==> src/rtl/avalon_sample_slave.sv <==
// Avalon-MM front end that loads an FFT sample frame and sequences the FFT core.
// Define AVALON_SAMPLE_SLAVE_IRQ_EN to enable CTRL.IRQ_EN and the irq output.
module avalon_sample_slave #(
    parameter int DATA_W      = 16,
    parameter int NUM_SAMPLES = 256,
    parameter int ADDR_W      = 9
) (
    input  logic                           clk,
    input  logic                           n_rst,
    input  logic                           slave_chipselect,
    input  logic                           slave_read,
    input  logic                           slave_write,
    input  logic [ADDR_W-1:0]              slave_address,
    input  logic [DATA_W-1:0]              slave_writedata,
    output logic [DATA_W-1:0]              slave_readdata,
    output logic                           slave_readdatavalid,
    output logic                           sWriteEn,
    output logic [$clog2(NUM_SAMPLES)-1:0] wAddress,
    output logic [DATA_W-1:0]              fft_init_data,
    output logic                           fft_start,
    input  logic                           fft_busy,
    input  logic                           fft_done,
    output logic                           irq
);

    localparam int AW = $clog2(NUM_SAMPLES);
    localparam int CW = AW + 1;
    localparam logic [CW-1:0]     FULL_CNT = CW'(NUM_SAMPLES);
    localparam logic [ADDR_W-1:0] A_CTRL   = ADDR_W'(NUM_SAMPLES);
    localparam logic [ADDR_W-1:0] A_STAT   = ADDR_W'(NUM_SAMPLES + 1);
    localparam logic [ADDR_W-1:0] A_CNT    = ADDR_W'(NUM_SAMPLES + 2);

    typedef enum logic [2:0] {
        S_IDLE  = 3'd0,
        S_LOAD  = 3'd1,
        S_START = 3'd2,
        S_RUN   = 3'd3,
        S_DONE  = 3'd4
    } state_e;

    state_e              state_q, state_d;
    logic                live_q;
    logic [CW-1:0]       count_q, count_d;
    logic                auto_q, auto_d;
    logic                irq_en_q, irq_en_d;
    logic                done_q, done_d;
    logic                err_q, err_d;
    logic                swe_q, swe_d;
    logic [AW-1:0]       waddr_q, waddr_d;
    logic [DATA_W-1:0]   wdata_q, wdata_d;
    logic                start_q, start_d;
    logic [DATA_W-1:0]   rdata_q, rdata_d;
    logic                rvalid_q, rvalid_d;
    logic                irq_q, irq_d;

    logic wr, rd, done_in, is_smp, is_ctrl, full, go, clr;

    // live_q gates the bus until one edge after reset release
    assign wr      = live_q & slave_chipselect & slave_write;
    assign rd      = live_q & slave_chipselect & slave_read & ~slave_write;
    assign done_in = live_q & fft_done;
    assign is_smp  = slave_address < A_CTRL;
    assign is_ctrl = slave_address == A_CTRL;
    assign full    = count_q == FULL_CNT;
    assign go      = wr & is_ctrl & slave_writedata[0];
    assign clr     = wr & is_ctrl & slave_writedata[2];

    always_comb begin
        state_d  = state_q;
        count_d  = count_q;
        auto_d   = auto_q;
        irq_en_d = irq_en_q;
        done_d   = done_q;
        err_d    = err_q;
        swe_d    = 1'b0;
        waddr_d  = waddr_q;
        wdata_d  = wdata_q;
        rvalid_d = rd;
        rdata_d  = '0;

        if (wr && is_ctrl) begin
            auto_d = slave_writedata[1];
`ifdef AVALON_SAMPLE_SLAVE_IRQ_EN
            irq_en_d = slave_writedata[3];
`endif
        end

        if (wr && is_smp) begin
            if (!done_in && (state_q == S_IDLE || state_q == S_LOAD)) begin
                swe_d   = 1'b1;
                waddr_d = slave_address[AW-1:0];
                wdata_d = slave_writedata;
                if (!full) count_d = count_q + 1'b1;
                if (state_q == S_IDLE) state_d = S_LOAD;
            end else begin
                err_d = 1'b1;
            end
        end

        unique case (state_q)
            S_IDLE: begin
                if (clr) begin
                    count_d = '0;
                    done_d  = 1'b0;
                    err_d   = 1'b0;
                end
            end
            S_LOAD: begin
                if (clr) begin
                    state_d = S_IDLE;
                    count_d = '0;
                    done_d  = 1'b0;
                    err_d   = 1'b0;
                end else if (full && (auto_q || go)) begin
                    state_d = S_START;
                end else if (go) begin
                    err_d = 1'b1;
                end
            end
            S_START: state_d = S_RUN;
            S_RUN: begin
                if (done_in) begin
                    state_d = S_DONE;
                    done_d  = 1'b1;
                end
            end
            S_DONE: begin
                if (clr) begin
                    state_d = S_IDLE;
                    count_d = '0;
                    done_d  = 1'b0;
                    err_d   = 1'b0;
                end
            end
            default: state_d = S_IDLE;
        endcase

        start_d = state_d == S_START;

        if (rd) begin
            if (is_ctrl) begin
                rdata_d[1] = auto_q;
                rdata_d[3] = irq_en_q;
            end else if (slave_address == A_STAT) begin
                rdata_d[2:0] = state_q;
                rdata_d[3]   = done_q;
                rdata_d[4]   = err_q;
                rdata_d[5]   = full;
                rdata_d[6]   = fft_busy;
            end else if (slave_address == A_CNT) begin
                rdata_d = DATA_W'(count_q);
            end
        end

`ifdef AVALON_SAMPLE_SLAVE_IRQ_EN
        irq_d = done_d & irq_en_d;
`else
        irq_d = 1'b0;
`endif
    end

    always_ff @(posedge clk or negedge n_rst) begin
        if (!n_rst) begin
            live_q   <= 1'b0;
            state_q  <= S_IDLE;
            count_q  <= '0;
            auto_q   <= 1'b0;
            irq_en_q <= 1'b0;
            done_q   <= 1'b0;
            err_q    <= 1'b0;
            swe_q    <= 1'b0;
            waddr_q  <= '0;
            wdata_q  <= '0;
            start_q  <= 1'b0;
            rdata_q  <= '0;
            rvalid_q <= 1'b0;
            irq_q    <= 1'b0;
        end else begin
            live_q   <= 1'b1;
            state_q  <= state_d;
            count_q  <= count_d;
            auto_q   <= auto_d;
            irq_en_q <= irq_en_d;
            done_q   <= done_d;
            err_q    <= err_d;
            swe_q    <= swe_d;
            waddr_q  <= waddr_d;
            wdata_q  <= wdata_d;
            start_q  <= start_d;
            rdata_q  <= rdata_d;
            rvalid_q <= rvalid_d;
            irq_q    <= irq_d;
        end
    end

    assign slave_readdata      = rdata_q;
    assign slave_readdatavalid = rvalid_q;
    assign sWriteEn            = swe_q;
    assign wAddress            = waddr_q;
    assign fft_init_data       = wdata_q;
    assign fft_start           = start_q;
    assign irq                 = irq_q;

endmodule

==> config.mk <==
export PLATFORM = sky130hd
export DESIGN_NAME = avalon_sample_slave
export DESIGN_NICKNAME = d
export VERILOG_FILES = /design/src/rtl/avalon_sample_slave.sv
export SDC_FILE = /design/constraint.sdc
export NUM_CORES = 1
export LEC_CHECK = 0
export BUFFER_PORTS_ARGS = -buffer_cell sky130_fd_sc_hd__buf_4
export CAP_MARGIN = 15
export CELL_PAD_IN_SITES_DETAIL_PLACEMENT = 0
export CELL_PAD_IN_SITES_GLOBAL_PLACEMENT = 1
export CORE_UTILIZATION = 42
export DETAILED_ROUTE_END_ITERATION = 6
export GPL_TIMING_DRIVEN = 0
export PLACE_DENSITY = 0.81
export SYNTH_ARGS = -nofsm -noshare
export SYNTH_HDL_FRONTEND = slang
export SYNTH_SLANG_ARGS = --single-unit
==> constraint.sdc <==
create_clock -name clk -period 4.2 [get_ports clk]
set_clock_uncertainty 0.1 [all_clocks]
set_input_delay 0.42 -clock clk [delete_from_list [all_inputs] [get_ports clk]]
set_output_delay 0.42 -clock clk [all_outputs]
set_load 0.01 [all_outputs]
* After elaboration in Yosys (flattened, before gate mapping)
Index checks and enable logic that the tools add are counted.
Word-level totals: register bits 59, input port bits 32, output and inout port bits 44, logic and storage cells 81
Operators by class: add/subtract/negate cells 1, magnitude comparators 1, eq/ne operators 11, multiplexer cells 34, bitwise gates (word level) 9, reductions and logical operators 13
Operators by type and width (number):
- 2-to-1 mux 9 bit | 6
- == test 9 bit (second input constant) | 4
- 2-to-1 mux 3 bit | 7
- 2-to-1 mux 16 bit | 1
- case mux 3 bit (5 select lines) | 1
- 2-to-1 mux 1 bit | 14
- 2-to-1 mux 12 bit | 1
- adder 9 x 1 -> 9 bit (second input constant) | 1
- == test 3 x 2 -> 1 bit (second input constant) | 3
- < comparator 9 bit (second input constant) | 1
- bitwise AND 1 bit | 8
- 2-to-1 mux 7 bit | 1
- logical AND 1 bit | 4
- case mux 1 bit (2 select lines) | 2
- == test 3 x 1 -> 1 bit (second input constant) | 1
- == test 3 bit (second input constant) | 1
- logical NOT 3 bit | 1
- AND reduction 3 bit | 1
- OR reduction 3 bit | 1
- logical OR 1 bit | 2
- 2-to-1 mux 2 bit | 1
- inequality test 2 x 1 -> 1 bit (second input constant) | 1
- inequality test 2 bit (second input constant) | 1
- AND reduction 2 bit | 1
- other kinds (4) | 4

* Logic depth before layout (Yosys ltp)
Gate-level depths: netlist (run 1).
depth in word-level cells 10, mapped depth 8, mapped depth without buffers 6

* Worst setup path after synthesis (run 1)
Ideal clock, no wire load.
path kind reg-to-reg, from register state_q[1], to register wdata_q[0], in the netlist fft_init_data[0], setup time 0.125 ns, data arrival time 1.651 ns, data required time 3.975 ns, slack 2.324 ns, stages on the path, launching flop included 8, buffers on the path 4, clock period less this slack 1.876 ns, cell sequence dfrtp_1 -> buf_6 -> a211o_1 -> buf_6 -> or2_1 -> buf_6 -> buf_6 -> mux2_4
Between the ends: cells in the longest elaborated chain, start to end 4, elaborated cells on any way between the ends 5, classes of those cells eq/ne (1); reduce/logical (4)
Ends and longest elaborated chain:
- start, declared | RTL line 41 | state_e state_q, state_d;
- start signal, assigned | RTL line 180 | state_q <= state_d;
- == test 3 x 1 -> 1 bit or logical NOT 3 bit (tied branches) | RTL line 89 | if (!done_in && (state_q == S_IDLE || state_q == S_LOAD)) begin
- logical OR 1 bit * | RTL line 89
- logical AND 1 bit * | RTL line 89
- AND reduction 2 bit (no line) *
- end signal, assigned | RTL line 188 | wdata_q <= wdata_d;
- end, declared | RTL line 50 | logic [DATA_W-1:0] wdata_q, wdata_d;
Every way passes the cells marked *; elsewhere a longest branch is shown, timed or not. A chain may end at the register's enable or synchronous reset.

* Worst setup path in the final report (run 1)
from register state_q[2], to register wdata_q[7], in the netlist fft_init_data[7]
The elaborated chain is that of the path after synthesis.

==> flow_metrics.tcl, run 1 <==
set metrics [dict create \
    status "finished clean" \
    drv_slew 0 \
    dieArea_um2 6150 \
    synth_area_leader_cell "dfrtp_1" \
    cts_tree "built" \
    cp.arrival_ns 2.08 \
    nFillCells 506 \
    antenna_cells 0 \
    rr_worst_depth 7 \
    r2r_start "state_q[2]$_DFF_PN0_" \
    dr_wl_met2_um 2570 \
    max_slew.worst_pin.slew_ns 0.646 \
    ys_types 43 \
    die_x_um 78.4 \
    cts_made_buffers 5 \
    cp-start-kind "register" \
    p_leak_uw 0.00158 \
    syn2layout_area_growth_pct 30.4 \
    drive_gt1_share_pct 41.5 \
    grt_antenna_before_repair 0 \
    ys_ff_latch 52 \
    synthTopCellsByArea "dfrtp_1 53%, mux2_4 9.8%, mux2_2 3.7%" \
    worstSetupPathType "reg -> reg" \
    wl_met1_um 2330 \
    hold_viol 0 \
    cts_max_path_buffers 2 \
    yosysMostFrequentCell "dfrtp_1" \
    io_buffers 67 \
    synth-main-ff-cell "dfrtp_1" \
    core_area_um2 5570 \
    hp-class "in -> async" \
    slew_headroom_pct 56.9 \
    gp_congestion 0.840 \
    yosysWarningCount 0 \
    synth_edf_count 0 \
    ant_nets 0 \
    placed_area_um2 3070 \
    drt_iter0_drc 53 \
    drv_cap 0 \
    avgSynthCellArea_um2 12.1 \
    synthTopCellsByCount "52 x dfrtp_1, 19 x nor2_1, 16 x mux2_4" \
    cts_resized 0 \
    vias_per_cell 5.00 \
    cts.clk_slew.worst_paths_ns 0.09 \
    die_h_um 78.4 \
    grt_pass1_vias 1790 \
    start_util_pct 44.0 \
    fin_area_um2 3200 \
    grt_max_degree 53 \
    syn_area_um2 2450 \
    clock_sinks 52 \
    wl_met3_um 188 \
    layout.nets 317 \
    ys_seq_area_share_pct 53.1 \
    setup_viol 0 \
    htree_levels 2 \
    end_kind "register" \
    first_pass_iters 4 \
    overflow 0 \
    worstSkewPairLatency_ns 0.30 \
    cp_max_fo 10 \
    yosysTopAreaCellShare_pct 53.1 \
    layout_min_cycle_time_ns 1.99 \
    rsz0062_at_grt "no" \
    wirelength_um 5160 \
    crit_start "state_q[2]$_DFF_PN0_" \
    max_freq_mhz 503 \
    p_per_area_nw_per_um2 407 \
    r2r_slack_ns 2.21 \
    ir_drop_mv 0.168 \
    grt_pass1_wl_um 8540 \
    wire_per_inst_um 14.5 \
    period_share_pct 47.3 \
    syn_inst 202 \
    critical_path_required_ns 4.29 \
    setup-tns-final_ns 0 \
    drc 0 \
    clockRootBuffer "clkbuf_8" \
    dpl.hpwl_um 3800 \
    vias 1779 \
    holdBufCountCts 0 \
    async_flop_share_pct 100 \
    route.top_layer_used "met4" \
    cts_setup_buffers 0 \
    num_rows 27 \
    io_pins 76 \
    r2r_end "fft_init_data[7]$_DFFE_PN0P_" \
    critPathCapture "fft_init_data[7]$_DFFE_PN0P_" \
    grtUsageTotal_pct 18.2 \
]
[worst min-delay path by stage]
stage,end,slack (ns)
5_1_grt,fft_init_data[15]$_DFFE_PN0P_,0.07
3_3_place_gp,wAddress[1]$_DFFE_PN0P_,0.37
6_report,fft_init_data[15]$_DFFE_PN0P_,0.02
4_1_cts,fft_init_data[15]$_DFFE_PN0P_,0.06
3_5_place_dp,wAddress[1]$_DFFE_PN0P_,0.37
2_1_floorplan,auto_q$_DFFE_PN0N_,0.02
[through the flow]
stage | worst slack (ns) | total power (uW) | hold slack (ns) | std cells | utilization (%)
final | 2.21 | 1300 | 0.0155 | 356 | 57.4
after global routing | 2.11 | 1370 | 0.0698 | 356 | 57.4
after CTS | 2.21 | 1320 | 0.0563 | 356 | 57.4
after detailed placement | 1.91 | 944 | 0.371 | 348 | 55.1
after global placement | 1.89 | 935 | 0.367 | 348 | 55.1
after floorplan | 2.32 | 788 | 0.0244 | 209 | -
[flip-flops by register name, indices dropped and copies added, names as in the netlist]
name                 flops
fft_init_data           16
count_q                  9
slave_readdata           9
wAddress                 8
state_q                  3
auto_q                   1
done_q                   1
err_q                    1
fft_start                1
live_q                   1
sWriteEn                 1
slave_readdatavalid      1
[cells by family (layout without fill, tap and decap cells)]
family / count (synthesis) / count (layout) / share of synthesized area [%]
buffers and inverters: 23 / 98 / 6.33
XOR/XNOR: 7 / 7 / 2.50
AND/OR/NAND/NOR: 67 / 67 / 15.6
multiplexers: 26 / 26 / 14.3
other: 2 / 9 / 0.306
flip-flops: 52 / 52 / 53.1
adder cells (fa/ha/maj): 2 / 2 / 1.02
AO/OA/AOI/OAI: 23 / 23 / 6.84
[area by class of cell]
type                       instances  area [um2]  share of cell area (%)
timing repair buffer              67         503                    15.7
tap                               72        90.1                    2.82
clock inverter                     1        30.0                   0.939
inverter                           5        18.8                   0.587
clock buffer                       7        96.3                    3.01
buffer                            18         136                    4.27
sequential                        52        1300                    40.7
multi-input combinational        134        1020                    31.9
[critical path: stages (launching register included)]
cell	delay, ns
dfrtp_1	0.37
clkbuf_1	0.17
a211o_1	0.27
buf_6	0.14
or2_1	0.21
buf_6	0.15
buf_6	0.16
mux2_4	0.30
[power breakdown]
group / internal (uW) / switching (uW)
clock network: 210 / 160
registers: 571 / 53.6
logic: 181 / 124
total: 962 / 338
[layer usage]
layer	up-vias	GRT usage, %
li1	863	-
met3	7	3.60
met5	-	0
met4	0	5.56
met1	852	22.4
met2	57	32.1
[cell usage in the layout, fill, tap and decap left out, drive strengths merged, types with 6 or more instances in the layout]
cell type,netlist,routed
buf,14,81
dfrtp,52,52
mux2,24,24
nor2,19,19
clkbuf,4,11
conb,2,9
nand3,7,7
xnor2,7,7
a22oi,7,7
nor4,6,6
Power figures use the tool's default switching activity.
==> inputs of run 2 (changes only) <==
--- a/config.mk
+++ b/config.mk
@@ -9,10 +9,10 @@
 export CAP_MARGIN = 15
 export CELL_PAD_IN_SITES_DETAIL_PLACEMENT = 0
 export CELL_PAD_IN_SITES_GLOBAL_PLACEMENT = 1
-export CORE_UTILIZATION = 42
+export CORE_UTILIZATION = 39
 export DETAILED_ROUTE_END_ITERATION = 6
 export GPL_TIMING_DRIVEN = 0
-export PLACE_DENSITY = 0.81
+export PLACE_DENSITY = 0.76
 export SYNTH_ARGS = -nofsm -noshare
 export SYNTH_HDL_FRONTEND = slang
 export SYNTH_SLANG_ARGS = --single-unit
==> constraint.sdc (replaced) <==
create_clock -name clk -period 1.9 [get_ports clk]
set_clock_uncertainty 0.1 [all_clocks]
set_input_delay 0.19 -clock clk [delete_from_list [all_inputs] [get_ports clk]]
set_output_delay 0.19 -clock clk [all_outputs]
set_load 0.01 [all_outputs]
==> run 2 against run 1 <==
Against the previous run: cell count rose by 5.1%; power rose by 110%; wire length rose by 9.7%; critical endpoint is now fft_init_data[6]$_DFFE_PN0P_.
==> flow_metrics.tcl, run 2 (synthesized netlist as in run 1, its figures left out) <==
set metrics [dict create \
    status "finished clean" \
    start_util_pct 40.9 \
    overflow 0 \
    p_total_uw 2760 \
    drv_cap 0 \
    cts_tree "built" \
    fin_hold_ws_ns 0.0156 \
    cts_made_buffers 5 \
    grt_pass1_wl_um 8650 \
    grtUsageTotal_pct 17.3 \
    grt_antenna_before_repair 0 \
    dpl.hpwl_um 3920 \
    p_per_area_nw_per_um2 818 \
    max_stage_delay_ns 0.39 \
    clkPwrFrac_pct 23.9 \
    antenna_cells 0 \
    die_h_um 81.3 \
    io_pins 76 \
    layout_min_cycle_time_ns 1.86 \
    htree_levels 2 \
    final_common_cell "buf_4" \
    cts_max_path_buffers 2 \
    drt_iter0_drc 91 \
    ir_drop_mv 0.496 \
    io_buffers 67 \
    p_switching_uw 775 \
    slowest_stage "dfrtp_1" \
    cp_max_fo 5 \
    hp-class "in -> reg" \
    setup_viol 0 \
    power_frac_comb_pct 25.6 \
    pwr-share-seq_pct 50.5 \
    vias 1857 \
    critical_path_required_ns 1.99 \
    max_slew.worst_pin.slew_ns 0.649 \
    cp.arrival_ns 1.96 \
    clock_sinks 52 \
    end_kind "register" \
    wire_per_inst_um 15.1 \
    cts.clk_slew.worst_paths_ns 0.10 \
    cp-start-kind "register" \
    largest_reg_flops 16 \
    drc 0 \
    drive_gt1_share_pct 45.2 \
    layout.nets 332 \
    fin_area_um2 3380 \
    placed_area_um2 3070 \
    hold_viol 0 \
    clockRootBuffer "clkbuf_8" \
    wirelength_um 5660 \
    vias_per_cell 4.97 \
    first_pass_iters 4 \
    grt_max_degree 53 \
    cp_common_cell "buf_6" \
    sw_frac_of_total_pct 28.1 \
    cp_cell_sequence "buf_6, a211o_1, or2_1, buf_6, clkbuf_16, mux2_4" \
    dieArea_um2 6610 \
    max_freq_mhz 536 \
    intPower_uw 1980 \
    num_rows 28 \
    slew_headroom_pct 56.7 \
    ant_nets 0 \
    core_area_um2 5990 \
    rsz0062_at_grt "no" \
    period_share_pct 98.1 \
    syn2layout_area_growth_pct 37.7 \
    die_x_um 81.3 \
    worstSetupPathType "reg -> reg" \
    gp_congestion 0.835 \
    grt_pass1_vias 1778 \
    worstSkewPairLatency_ns 0.30 \
    p_leak_uw 0.00166 \
    nFillCells 527 \
    drv_slew 0 \
    final_cell_mix "85 x buf_4, 49 x dfrtp_1, 19 x nor2_1, 16 x mux2_4, 9 x conb_1" \
]
-- run 2: layer usage --
layer,part of all wire (%),GRT usage (%),routed length (um),vias up
met3,5.0,3.93,282,4
met4,0.81,5.18,46,0
li1,-,-,-,895
met2,50,29.3,2820,57
met1,44,21.9,2510,901
met5,0,0,0,-
-- run 2: worst max-delay path, delay by kind of cell, from the launching register on --
| kind | cells | cell delay [ns] |
|---|---|---|
| buffers and inverters | 3 | 0.43 |
| flip-flops | 1 | 0.39 |
| AO/OA/AOI/OAI | 1 | 0.29 |
| multiplexers | 1 | 0.29 |
| AND/OR/NAND/NOR | 1 | 0.24 |
-- run 2: final cells by class --
type / count / area [um2] / share of cell area (%)
clock buffers: 6 / 82.6 / 2.45
plain buffers: 16 / 139 / 4.11
flip-flops and latches: 52 / 1310 / 38.7
well taps: 75 / 93.8 / 2.78
multi-input cells: 134 / 1040 / 30.9
clock inverters: 2 / 15.0 / 0.445
repair buffers: 84 / 679 / 20.1
inverters: 5 / 18.8 / 0.556
-- run 2: power groups by stage --
| stage | Clock [uW] | Sequential [uW] | Combinational (uW) |
|---|---|---|---|
| floorplan | 0 | 1440 | 299 |
| global placement | 0 | 1400 | 671 |
| detailed placement | 0 | 1410 | 682 |
| CTS | 678 | 1390 | 703 |
| global route | 729 | 1410 | 773 |
| finish | 659 | 1390 | 707 |
-- run 2: stage by stage --
stage / util [%] / setup WS [ns] / TNS (ns) / std cells
6_report: 56.3 / 0.0358 / 0 / 374
5_1_grt: 56.3 / 0.00771 / 0 / 374
4_1_cts: 54.3 / 0.0142 / 0 / 365
3_5_place_dp: 51.3 / -0.168 / -2.94 / 351
3_3_place_gp: 51.3 / -0.150 / -2.73 / 351
2_1_floorplan: - / 0.0235 / 0 / 209
-- run 2: final timing paths --
path	to	cells past startpoint	slack [ns]	from
max reg2reg	fft_init_data[6]$_DFFE_PN0P_	6	0.04	state_q[1]$_DFF_PN0_
min reg2reg	wAddress[1]$_DFFE_PN0P_	2	0.39	wAddress[1]$_DFFE_PN0P_
min in group asynchronous	fft_init_data[15]$_DFFE_PN0P_	2	0.35	n_rst
min	fft_init_data[15]$_DFFE_PN0P_	2	0.02	slave_writedata[15]
max	fft_init_data[6]$_DFFE_PN0P_	6	0.04	state_q[1]$_DFF_PN0_
max in group asynchronous	count_q[0]$_DFF_PN0_	2	0.87	n_rst
-- run 2: what timing repair did --
item                                   4_1_cts  5_1_grt
gates resized for setup                      6        5
setup endpoints to repair                   19       25
setup buffers                                6        5
pin swaps                                    2        1
hold buffers                                 1        3
gates cloned                                 0        2
endpoints found under the hold margin       52        3
==> inputs of run 3 (changes only) <==
==> config.mk (replaced) <==
export PLATFORM = sky130hd
export DESIGN_NAME = avalon_sample_slave
export DESIGN_NICKNAME = d
export VERILOG_FILES = /design/src/rtl/avalon_sample_slave.sv
export SDC_FILE = /design/constraint.sdc
export NUM_CORES = 1
export LEC_CHECK = 0
export BUFFER_PORTS_ARGS = -buffer_cell sky130_fd_sc_hd__buf_2
export CAP_MARGIN = 15
export CELL_PAD_IN_SITES_DETAIL_PLACEMENT = 0
export CELL_PAD_IN_SITES_GLOBAL_PLACEMENT = 1
export CORE_UTILIZATION = 35
export DETAILED_ROUTE_END_ITERATION = 6
export GPL_TIMING_DRIVEN = 0
export PLACE_DENSITY = 0.69
export SYNTH_ARGS = -nofsm -noshare
export SYNTH_HDL_FRONTEND = slang
export SYNTH_SLANG_ARGS = --single-unit
==> constraint.sdc (replaced) <==
create_clock -name clk -period 2.3 [get_ports clk]
set_clock_uncertainty 0.1 [all_clocks]
set_input_delay 0.23 -clock clk [delete_from_list [all_inputs] [get_ports clk]]
set_output_delay 0.23 -clock clk [all_outputs]
set_load 0.01 [all_outputs]
==> run 3 against run 2 <==
Against the previous run: non-clock buffer count is 13 lower; die area rose by 11%; cell count rose by 2.1%; maximum frequency shrank 6.3%; setup slack gained 0.28 ns; register-to-register slack better by 0.28 ns; count of clock-buffer cells in the layout fell by 1.
==> flow_metrics.tcl, run 3 (synthesized netlist as in run 1, its figures left out) <==
set metrics [dict create \
    p_switching_uw 618 \
    io_pins 76 \
    period_share_pct 86.5 \
    vias_per_cell 4.69 \
    intPower_uw 1630 \
    die_h_um 85.7 \
    worstSkewPairLatency_ns 0.30 \
    die_x_um 85.7 \
    final_common_cell "buf_2" \
    drt_iter0_drc 58 \
    vias 1793 \
    final_cell_mix "68 x buf_2, 52 x dfrtp_1, 19 x nor2_1, 16 x mux2_4, 9 x conb_1" \
    setup-tns-final_ns 0 \
    cp.arrival_ns 2.08 \
    grt_pass1_vias 1628 \
    clkPwrFrac_pct 27.6 \
    wire_per_inst_um 13.1 \
    hold_viol 0 \
    power_frac_comb_pct 21.8 \
    critical_path_required_ns 2.39 \
    cts_made_buffers 5 \
    r2r_slack_ns 0.31 \
    dpl.hpwl_um 3680 \
    ir_drop_mv 0.202 \
    r2r_start "state_q[2]$_DFF_PN0_" \
    syn2layout_area_growth_pct 25.4 \
    grt_max_degree 53 \
    drc 0 \
    cp_max_fo 10 \
    worstSetupPathType "reg -> reg" \
    drv_slew 0 \
    max_slew.worst_pin.slew_ns 0.637 \
    grt_pass1_wl_um 8070 \
    fin_hold_ws_ns 0.0500 \
    cts.clk_slew.worst_paths_ns 0.09 \
    r2r_end "wAddress[6]$_DFFE_PN0P_" \
    end_kind "register" \
    p_per_area_nw_per_um2 731 \
    cp-start-kind "register" \
    pwr-share-seq_pct 50.6 \
    hp-class "in -> reg" \
    start_util_pct 36.1 \
    slew_headroom_pct 57.3 \
    layout_min_cycle_time_ns 1.99 \
    p_leak_uw 0.00154 \
    critPathCapture "wAddress[6]$_DFFE_PN0P_" \
    rr_worst_depth 7 \
    max_freq_mhz 503 \
    setup_viol 0 \
    rsz0062_at_grt "no" \
    dieArea_um2 7340 \
    htree_levels 2 \
    cts_tree "built" \
    core_area_um2 6790 \
    status "finished clean" \
    clockRootBuffer "clkbuf_8" \
    cts_setup_buffers 0 \
    first_pass_iters 6 \
    crit_start "state_q[2]$_DFF_PN0_" \
    layout.nets 319 \
    overflow 0 \
    grtUsageTotal_pct 14.2 \
    grt_antenna_before_repair 0 \
    ant_nets 0 \
    antenna_cells 0 \
    sw_frac_of_total_pct 27.5 \
    clock_sinks 52 \
    num_rows 30 \
    drv_cap 0 \
    wirelength_um 5000 \
    drive_gt1_share_pct 41.6 \
    largest_reg_flops 16 \
    io_buffers 67 \
    cts_max_path_buffers 2 \
    gp_congestion 0.805 \
]
## run 3: critical path: stages, from the launching register on
cell      delay (ns)
dfrtp_1         0.37
clkbuf_1        0.18
a211o_1         0.27
buf_6           0.14
or2_1           0.21
buf_6           0.15
buf_6           0.16
mux2_4          0.30
## run 3: metrics by stage
step / instances / worst slack, ns / total power (uW) / utilization [%] / instance area (um2)
after floorplan: 209 / 0.424 / 1440 / - / 2480
after global placement: 372 / 0.190 / 1630 / 43.2 / 2930
after detailed placement: 372 / 0.189 / 1640 / 43.2 / 2930
after CTS: 380 / 0.297 / 2280 / 44.8 / 3040
after global routing: 382 / 0.205 / 2360 / 45.2 / 3070
final: 382 / 0.311 / 2250 / 45.2 / 3070
## run 3: area by class of cell
| cell class | instances | area, um2 |
|---|---|---|
| Clock buffer | 5 | 68.8 |
| Clock inverter | 3 | 42.5 |
| Buffer | 18 | 136 |
| Inverter | 5 | 18.8 |
| Tap cell | 96 | 120 |
| Multi-Input combinational cell | 134 | 1020 |
| Sequential cell | 52 | 1300 |
| Timing Repair Buffer | 69 | 365 |
| Fill cell | 648 | 3720 |
## run 3: per-layer routing
| layer | vias to the layer above | share of wire [%] | routed length [um] | track usage [%] |
|---|---|---|---|---|
| met1 | 863 | 46 | 2310 | 18.7 |
| met2 | 57 | 47 | 2350 | 23.2 |
| li1 | 866 | - | - | - |
| met5 | - | 0 | 0 | 0 |
| met4 | 0 | 1.5 | 76 | 4.55 |
| met3 | 7 | 5.2 | 262 | 3.46 |
## run 3: repair_timing
action	4_1_cts	5_1_grt
hold buffers	0	1
resized for setup	0	0
hold endpoints to repair	0	16
## run 3: worst min-delay path by stage
stage                            startpoint                       endpoint  depth (start not counted)  slack (ns)
detailed placement       slave_writedata[3]   fft_init_data[3]$_DFFE_PN0P_                          2        0.37
floorplan                             n_rst             auto_q$_DFFE_PN0N_                          0       -0.17
finish                  slave_writedata[15]  fft_init_data[15]$_DFFE_PN0P_                          2        0.05
global placement    wAddress[1]$_DFFE_PN0P_        wAddress[1]$_DFFE_PN0P_                          2        0.36
global route             slave_writedata[5]   fft_init_data[5]$_DFFE_PN0P_                          2        0.04
CTS                      slave_writedata[3]   fft_init_data[3]$_DFFE_PN0P_                          2        0.04
## run 3: power by group through the flow
stage	Clock, uW	Sequential (uW)	Combinational (uW)
3_5_place_dp	0	1160	488
3_3_place_gp	0	1150	486
2_1_floorplan	0	1190	247
5_1_grt	667	1150	542
6_report	621	1140	490
4_1_cts	646	1140	493
